--- src/rtl/mem_arb_pkg.sv ---
// mem_arb_pkg: shared definitions for the memory port arbiter.
//   arb_state_e : FSM encoding IDLE=0, ISSUE=1, WAIT=2, RESP=3
//   PORT_CPU/LDR: bit index of each requester in the grant vector
//   GNT_*       : one-hot grant constants
package mem_arb_pkg;
  typedef enum logic [1:0] {
    IDLE  = 2'd0,
    ISSUE = 2'd1,
    WAIT  = 2'd2,
    RESP  = 2'd3
  } arb_state_e;

  localparam int PORT_CPU = 0;
  localparam int PORT_LDR = 1;

  localparam logic [1:0] GNT_NONE = 2'b00;
  localparam logic [1:0] GNT_CPU  = 2'b01;
  localparam logic [1:0] GNT_LDR  = 2'b10;
endpackage

--- src/rtl/mem_port_arbiter_arb_pick.sv ---
// arb_pick: winner selection for the two memory requesters.
// Build option MEM_ARB_RR_EN: when defined, round-robin between the ports
// (loader wins the first tie after reset); otherwise fixed CPU priority with
// a saturating starvation counter that hands the loader the grant once it
// has lost STARVE_MAX arbitrations in a row.
// Ports:
//   clk, rst_n        clock, async active-low reset
//   cpu_req, ldr_req  pending requests
//   load              an arbitration is being taken this cycle
//   win               one-hot winner (combinational)
module arb_pick
  import mem_arb_pkg::*;
#(
  parameter int STARVE_MAX = 4
) (
  input  logic       clk,
  input  logic       rst_n,
  input  logic       cpu_req,
  input  logic       ldr_req,
  input  logic       load,
  output logic [1:0] win
);

`ifdef MEM_ARB_RR_EN
  // Set when the loader owned the previous grant; reset value means the CPU
  // counts as last served, so the loader takes the first tie.
  logic last_ldr;

  always_comb begin
    win = GNT_NONE;
    if (cpu_req && ldr_req) win = last_ldr ? GNT_CPU : GNT_LDR;
    else if (cpu_req)       win = GNT_CPU;
    else if (ldr_req)       win = GNT_LDR;
  end

  always_ff @(posedge clk or negedge rst_n) begin
    if (!rst_n)    last_ldr <= 1'b0;
    else if (load) last_ldr <= win[PORT_LDR];
  end
`else
  localparam int CNT_W = $clog2(STARVE_MAX + 1);
  localparam logic [CNT_W-1:0] CNT_MAX = CNT_W'(STARVE_MAX);

  logic [CNT_W-1:0] starve_cnt;

  always_comb begin
    win = GNT_NONE;
    if (ldr_req && (!cpu_req || starve_cnt == CNT_MAX)) win = GNT_LDR;
    else if (cpu_req)                                   win = GNT_CPU;
  end

  // Counts lost arbitrations only; a loader-less arbitration leaves it alone.
  always_ff @(posedge clk or negedge rst_n) begin
    if (!rst_n) starve_cnt <= '0;
    else if (load) begin
      if (win == GNT_LDR)                     starve_cnt <= '0;
      else if (ldr_req && starve_cnt != CNT_MAX) starve_cnt <= starve_cnt + 1'b1;
    end
  end
`endif

endmodule

--- src/rtl/mem_port_arbiter.sv ---
// mem_port_arbiter: shares one memory between the CPU (port 0) and the boot
// loader/DMA (port 1), one transaction at a time. Read and write both take
// MEM_LAT+1 cycles from the arbitrating IDLE cycle to the ack.
// Build option MEM_ARB_RR_EN selects round-robin arbitration (see arb_pick).
// Ports:
//   clk, rst_n                         clock, async active-low reset
//   cpu_/ldr_ req, we, addr, wdata     requests, held until ack
//   cpu_ack, ldr_ack                   one-cycle completion pulses
//   rdata                              read data, valid with an ack, else 0
//   mem_en, mem_we, mem_addr, mem_wdata memory strobes (ISSUE cycle only)
//   mem_rdata                          memory read data
//   grant                              one-hot owner, bit0 CPU, bit1 loader
//   busy                               FSM is not in IDLE
module mem_port_arbiter
  import mem_arb_pkg::*;
#(
  parameter int ADDR_W     = 32,
  parameter int DATA_W     = 32,
  parameter int MEM_LAT    = 1,
  parameter int STARVE_MAX = 4
) (
  input  logic              clk,
  input  logic              rst_n,
  input  logic              cpu_req,
  input  logic              cpu_we,
  input  logic [ADDR_W-1:0] cpu_addr,
  input  logic [DATA_W-1:0] cpu_wdata,
  input  logic              ldr_req,
  input  logic              ldr_we,
  input  logic [ADDR_W-1:0] ldr_addr,
  input  logic [DATA_W-1:0] ldr_wdata,
  output logic              cpu_ack,
  output logic              ldr_ack,
  output logic [DATA_W-1:0] rdata,
  output logic              mem_en,
  output logic              mem_we,
  output logic [ADDR_W-1:0] mem_addr,
  output logic [DATA_W-1:0] mem_wdata,
  input  logic [DATA_W-1:0] mem_rdata,
  output logic [1:0]        grant,
  output logic              busy
);

  localparam int WCNT_W = $clog2(MEM_LAT + 1);
  // WAIT occupies MEM_LAT-1 cycles; the count starts at 1 on entry.
  localparam logic [WCNT_W-1:0] WCNT_FIRST = WCNT_W'(1);
  localparam logic [WCNT_W-1:0] WCNT_LAST  = WCNT_W'(MEM_LAT - 1);

  arb_state_e        state;
  logic [WCNT_W-1:0] wcnt;
  logic [1:0]        win;
  logic              load;

  assign load  = (state == IDLE) && (cpu_req || ldr_req);
  assign busy  = (state != IDLE);
  assign rdata = (cpu_ack || ldr_ack) ? mem_rdata : '0;

  arb_pick #(.STARVE_MAX(STARVE_MAX)) u_pick (
    .clk     (clk),
    .rst_n   (rst_n),
    .cpu_req (cpu_req),
    .ldr_req (ldr_req),
    .load    (load),
    .win     (win)
  );

  // Outputs are registered on the transition into the state they belong to,
  // so mem_en is high exactly during ISSUE and the ack exactly during RESP.
  always_ff @(posedge clk or negedge rst_n) begin
    if (!rst_n) begin
      state     <= IDLE;
      grant     <= GNT_NONE;
      wcnt      <= '0;
      mem_en    <= 1'b0;
      mem_we    <= 1'b0;
      mem_addr  <= '0;
      mem_wdata <= '0;
      cpu_ack   <= 1'b0;
      ldr_ack   <= 1'b0;
    end else begin
      mem_en  <= 1'b0;
      mem_we  <= 1'b0;
      cpu_ack <= 1'b0;
      ldr_ack <= 1'b0;
      case (state)
        IDLE: if (load) begin
          state  <= ISSUE;
          grant  <= win;
          mem_en <= 1'b1;
          if (win[PORT_LDR]) begin
            mem_we    <= ldr_we;
            mem_addr  <= ldr_addr;
            mem_wdata <= ldr_wdata;
          end else begin
            mem_we    <= cpu_we;
            mem_addr  <= cpu_addr;
            mem_wdata <= cpu_wdata;
          end
        end
        ISSUE: begin
          if (MEM_LAT > 1) begin
            state <= WAIT;
            wcnt  <= WCNT_FIRST;
          end else begin
            state   <= RESP;
            cpu_ack <= grant[PORT_CPU];
            ldr_ack <= grant[PORT_LDR];
          end
        end
        WAIT: begin
          if (wcnt == WCNT_LAST) begin
            state   <= RESP;
            wcnt    <= '0;
            cpu_ack <= grant[PORT_CPU];
            ldr_ack <= grant[PORT_LDR];
          end else begin
            wcnt <= wcnt + 1'b1;
          end
        end
        RESP: begin
          state <= IDLE;
          grant <= GNT_NONE;
        end
        default: state <= IDLE;
      endcase
    end
  end

endmodule

--- config.mk ---
export PLATFORM = sky130hd
export DESIGN_NAME = mem_port_arbiter
export DESIGN_NICKNAME = d
export VERILOG_FILES = /design/src/rtl/mem_arb_pkg.sv /design/src/rtl/mem_port_arbiter_arb_pick.sv /design/src/rtl/mem_port_arbiter.sv
export SDC_FILE = /design/constraint.sdc
export NUM_CORES = 1
export LEC_CHECK = 0
export BUFFER_PORTS_ARGS = -buffer_cell sky130_fd_sc_hd__buf_2
export CAP_MARGIN = 10
export CORE_ASPECT_RATIO = 1.4
export CORE_MARGIN = 2
export CORE_UTILIZATION = 33
export CTS_CLUSTER_SIZE = 10
export DETAILED_ROUTE_END_ITERATION = 7
export HOLD_SLACK_MARGIN = 0.15
export PLACE_DENSITY = 0.65
export SYNTH_ARGS = -nofsm -noshare
export SYNTH_HDL_FRONTEND = slang
export SYNTH_SLANG_ARGS = --single-unit
--- constraint.sdc ---
create_clock -name clk -period 2.1 [get_ports clk]
set_clock_uncertainty 0.2 [all_clocks]
set_input_delay 0.42 -clock clk [delete_from_list [all_inputs] [get_ports clk]]
set_output_delay 0.42 -clock clk [all_outputs]
set_load 0.02 [all_outputs]
Word level (Yosys, flattened, before mapping). Index checks and enable logic that the tools add are counted.

Reduce and logical (&&, ||, !) cells: 15. Add/subtract/negate cells: 2. Eq/ne operators: 8. Multiplexer cells: 22.

Operators by type and width (number): 32-bit 2-to-1 mux (3); 1-bit 2-to-1 mux (9); 2-bit 2-to-1 mux (4); 2-bit one-hot mux with 4 select lines (1); 2-bit AND reduction (4); 2-bit equality test, second input constant (3); 3-bit 2-to-1 mux (2); 2-bit nonzero test (3); 2-bit != test, second input constant (2); 1-bit one-hot mux with 2 select lines (2); 2-bit one-hot mux with 2 select lines (1); 3-bit by 1-bit adder with 3-bit output, second input constant (1); 3-bit equality test, second input constant (1); 1-bit logical AND (3); 1-bit logical OR (3); 3-bit != test, second input constant (1); 2-bit by 1-bit equality test with 1-bit output, second input constant (1); 2-bit logical NOT (1); 1-bit adder, second input constant (1); 1-bit logical NOT (1).

Flip-flop bits (word level): 76. Output and inout port bits: 103. Logic and storage cells: 57. Input port bits: 166.

Logic depth before layout (Yosys ltp).
Depth after elaboration: 7. Depth in mapped cells: 9. Mapped depth without buffers: 6.

Cells and area by module. From an unflattened synthesis, not the netlist that was laid out.

Cells, all modules: 298. Area, all modules: 4376.7 µm².

By module, submodules not included: mem_port_arbiter (area an instance 4149.0 µm², sequential area each 1801.7 µm², instances 1, cells each 278); arb_pick (area an instance 227.7 µm², sequential area each 75.1 µm², instances 1, cells each 20).

Least setup slack after synthesis. No wires, ideal clock.

Path type: register to register. Start point: reg state[0]. End point: reg mem_addr[10]. Arrival time: 1.562 ns. Library setup time: 0.080 ns. Setup slack: 0.258 ns. Cell stages (with the launch flop): 10. Path buffers: 3. Clock period less this slack: 1.842 ns. Data required time: 1.820 ns. Path through: dfrtp_1 -> inv_1 -> ha_1 -> buf_4 -> o21ai_1 -> inv_1 -> buf_2 -> buf_1 -> nand2_1 -> o211ai_2.

Word-level cells in the longest chain between the ends: 3.

Ends and longest elaborated chain: from (decl) (line mem_port_arbiter.sv:49) `arb_state_e state;`; from (signal assigned) (line mem_port_arbiter.sv:71) `state <= IDLE;`; from (signal assigned) (line mem_port_arbiter.sv:87) `state <= ISSUE;`; from (signal assigned) (line mem_port_arbiter.sv:102) `state <= WAIT;`; 2-bit logical NOT (*) (line mem_port_arbiter.sv:54, mem_port_arbiter.sv:85); 1-bit logical AND (line mem_port_arbiter.sv:54) `assign load = (state == IDLE) && (cpu_req || ldr_req);`; 2-bit AND reduction (no line) (*); to (signal assigned) (line mem_port_arbiter.sv:92) `mem_addr <= ldr_addr;`; to (signal assigned) (line mem_port_arbiter.sv:96) `mem_addr <= cpu_addr;`; to (decl) (line mem_port_arbiter.sv:37) `output logic [ADDR_W-1:0] mem_addr,`.

Every way passes the cells marked *; elsewhere a longest branch is shown, timed or not. A chain may end at the register's enable or synchronous reset.

Worst setup path after layout.
Start point: reg ldr_ack. End point: out rdata[5].

Word-level cells in the longest chain between the ends: 2.

Ends and longest elaborated chain: from (decl) (line mem_port_arbiter.sv:33) `output logic ldr_ack,`; from (signal assigned) (line mem_port_arbiter.sv:107) `ldr_ack <= grant[PORT_LDR];`; from (signal assigned) (line mem_port_arbiter.sv:115) `ldr_ack <= grant[PORT_LDR];`; 1-bit logical OR (line mem_port_arbiter.sv:56) `assign rdata = (cpu_ack || ldr_ack) ? mem_rdata : '0;`; 32-bit 2-to-1 mux (line mem_port_arbiter.sv:56); to (decl) (line mem_port_arbiter.sv:34) `output logic [DATA_W-1:0] rdata,`.

No other way between the ends.

==> results.rst <==
.. list-table::
   :header-rows: 1

   * - Metric
     - Value
   * - Run status
     - complete, no violations
   * - Clock Latency Late Sink
     - 0.32 ns
   * - Routed length on met1
     - 5860 um
   * - Clock Sink Count
     - 75
   * - Net switching power
     - 0.00391 W
   * - Most frequent cells in the layout
     - 267 x buf_2, 134 x nand2_1, 75 x dfrtp_1
   * - Number of max-capacitance violations reported
     - 0
   * - Unrepaired setup endpoints after global routing
     - no
   * - Leading cell type in the layout, fill and taps excluded
     - buf_2
   * - Synth area leaders
     - dfrtp_1 45%, nand2_1 12%, o211ai_2 11%
   * - Number of pins exceeding their max-slew limit in the final report
     - 0
   * - Top-area cell type share of the netlist area
     - 44.9%
   * - Shortest period the worst path allows
     - 2.00 ns
   * - Average wire length per cell after detail routing
     - 16.4 um
   * - Path type of the worst setup path
     - flop to output port
   * - Ratio of routed vias to standard cells
     - 5.20
   * - Pwr Density
     - 1360 nW/um2
   * - Wire length of the first global-routing pass
     - 22600 um
   * - Kind of launch point of the worst setup path
     - flop
   * - Crit path setup slack, layout
     - 0.103 ns
   * - Number of storage elements in the synthesis netlist
     - 75
   * - Horizontal die dimension
     - 99.1 um
   * - Met2 Wirelength
     - 7320 um
   * - Placed standard-cell area
     - 5680 um2
   * - Number of global-route vias before repair
     - 4611
   * - Data arrival at the endpoint of the critical path
     - 1.38 ns
   * - Cell at the root of the clock tree
     - clkbuf_16
   * - Largest net degree at the start of global routing
     - 46
   * - Share of the clock period used by the worst path
     - 95.1%
   * - Total Wirelength
     - 14600 um
   * - Ratio of cells with drive above 1 in the final layout
     - 47.6%
   * - Vias
     - 4624
   * - Clock input transition at the sequential cells of the worst setup and hold paths
     - 0.06 ns
   * - Quantity of I/O buffers inserted on ports
     - 268
   * - Site Rows
     - 48
   * - Fraction of power consumed by the clock network
     - 16.7%
   * - Slew HR
     - 68.9%
   * - Die outline area
     - 13600 um2
   * - Number of cells produced by synthesis
     - 460
   * - Final design area excluding fillers
     - 6220 um2
   * - Number of flops mapped to enable cells by yosys
     - 0
   * - All-Layer GR Usage
     - 20.6%
   * - PnR Total Power
     - 0.00844 W
   * - Routed met3 length
     - 1060 um
   * - Post-synth net total
     - 633
   * - Fin nets
     - 907
   * - Number of top-level design ports
     - 269
   * - Max clock buf depth
     - 2
   * - Largest area contributor in the synthesized netlist
     - dfrtp_1
   * - Sequential share of power
     - 29.8%
   * - Area Growth Syn to Fin
     - 49.0%
   * - Mapped Avg Cell Area
     - 9.08 um2
   * - Total Negative Setup Slacks
     - 0 ns
   * - Placeable core region
     - 12400 um2
   * - Endpoint type of the worst setup path
     - output port
   * - Transition time at the pin with the least slew margin
     - 0.466 ns
   * - Initial DRT Pass Iterations
     - 4
   * - HPWL after DPL
     - 10500 um
   * - Total of endpoints with negative setup slack in the final report
     - 0
   * - Overall die height
     - 137 um
   * - Synth warnings
     - 0
   * - Number of endpoints with negative hold slack in the final report
     - 0
   * - Worst Hold Class
     - input pin to flop
   * - Sequential area share after synthesis
     - 44.9%
   * - Max IR drop VDD
     - 0.000709 V
   * - Internal power component
     - 0.00453 W
   * - Required time worst endpoint
     - 1.48 ns
   * - Number of distinct library cell variants in the gate-level netlist after synthesis
     - 28
   * - Initial cell density of the core
     - 33.8%
   * - Leakage power
     - 3.14 nW
   * - DR iter-0 viols
     - 263
   * - Cell area after technology mapping
     - 4180 um2
   * - Proportion of synthesized flip-flops having asynchronous set or reset
     - 100%
   * - Relative contribution of combinational cells to total power
     - 53.6%
   * - Number of DRC violations after detailed routing
     - 0
   * - CTS tree
     - built
   * - Maximum fanout along the worst path
     - 32
   * - Cts bufs inserted
     - 9
   * - Top routing layer in use
     - met4
   * - Switching part of the total
     - 46.4%
   * - Achievable frequency
     - 501 MHz
   * - Detail Route Antenna Nets
     - 0
   * - GP Congestion
     - 0.986
   * - Number of H-tree levels
     - 3
   * - Antenna cell count
     - 0
   * - Number of antenna violations at the first check in global routing
     - 0
   * - Minimum setup slack after placement
     - 0.0820 ns
   * - Leading register cell type out of synthesis
     - dfrtp_1
   * - Overflow after GRT
     - 0
## final timing paths
check	startpoint	endpoint	slack (ns)	cells after the start
min in group asynchronous	rst_n	mem_wdata[10]	0.33	2
hold reg to reg	mem_addr[10]	mem_addr[10]	0.28	2
max in group asynchronous	rst_n	mem_wdata[3]	0.81	3
setup reg to reg	u_pick.starve_cnt[0]	mem_wdata[19]	0.19	6
hold / removal	cpu_addr[31]	mem_addr[31]	0.16	3
setup / recovery	ldr_ack	rdata[5]	0.10	4
## cell families (layout without fill, tap and decap cells)
| kind of cell | Yosys count | after routing | synth area share [%] |
|---|---|---|---|
| simple gates | 244 | 244 | 28.4 |
| compound gates | 78 | 78 | 18.3 |
| flops | 75 | 75 | 44.9 |
| buf+inv | 56 | 335 | 6.26 |
| fa+ha+maj | 7 | 7 | 2.10 |
## state kept, by name, indices dropped and copies added, names as in the netlist
signal,cells
mem_wdata,32
mem_addr,32
state,2
mem_we,1
cpu_ack,1
grant,2
u_pick.starve_cnt,3
mem_en,1
ldr_ack,1
## what timing repair did
action	in CTS	in global routing
buffers inserted	0	3
pin swaps	0	1
gates resized for setup	1	1
setup endpoints to repair	1	2
hold buffers	24	0
endpoints found under the hold margin	98	0
gates cloned	0	0
## cell usage after synthesis (4+ instances only)
library cell	n
buf_2	8
buf_6	5
clkbuf_1	32
dfrtp_1	75
ha_1	7
inv_1	8
nand2_1	134
nand4_1	64
nor2_1	4
nor2b_1	33
o211ai_1	27
o211ai_2	38
## critical path: stages (launching register included)
cell	delay, ns
dfrtp_1	0.37
nor2_2	0.07
buf_12	0.16
nor2b_1	0.22
buf_2	0.22
## cell type report
cell class | instances | area [um2]
inverter | 8 | 30.0
clock inverter | 7 | 45.0
timing repair buffer | 311 | 1790
fill | 1178 | 6150
multi-input combinational | 329 | 2070
clock buffer | 9 | 225
tap | 150 | 188
sequential | 75 | 1880
## through the flow
stage / utilization (%) / hold slack [ns] / std cells
after floorplan: - / -0.0756 / 460
after global placement: 45.9 / 0.108 / 846
after detailed placement: 45.9 / 0.117 / 846
after CTS: 50.1 / 0.150 / 886
after global routing: 50.3 / 0.152 / 889
final: 50.3 / 0.158 / 889
## metal layers
layer | GRT usage (%) | up-vias
met5 | 0 | -
met4 | 7.99 | 0
met3 | 3.22 | 36
met2 | 35.2 | 217
met1 | 26.2 | 2197
li1 | - | 2174
## power by group through the flow
stage               logic, W  registers (W)  clock network (W)
finish               0.00452        0.00251            0.00141
CTS                  0.00452        0.00251            0.00146
global route         0.00492        0.00259            0.00151
floorplan            0.00215        0.00327                  0
global placement     0.00435        0.00251                  0
detailed placement   0.00446        0.00252                  0
No activity file was read; power rests on OpenSTA's default activity.
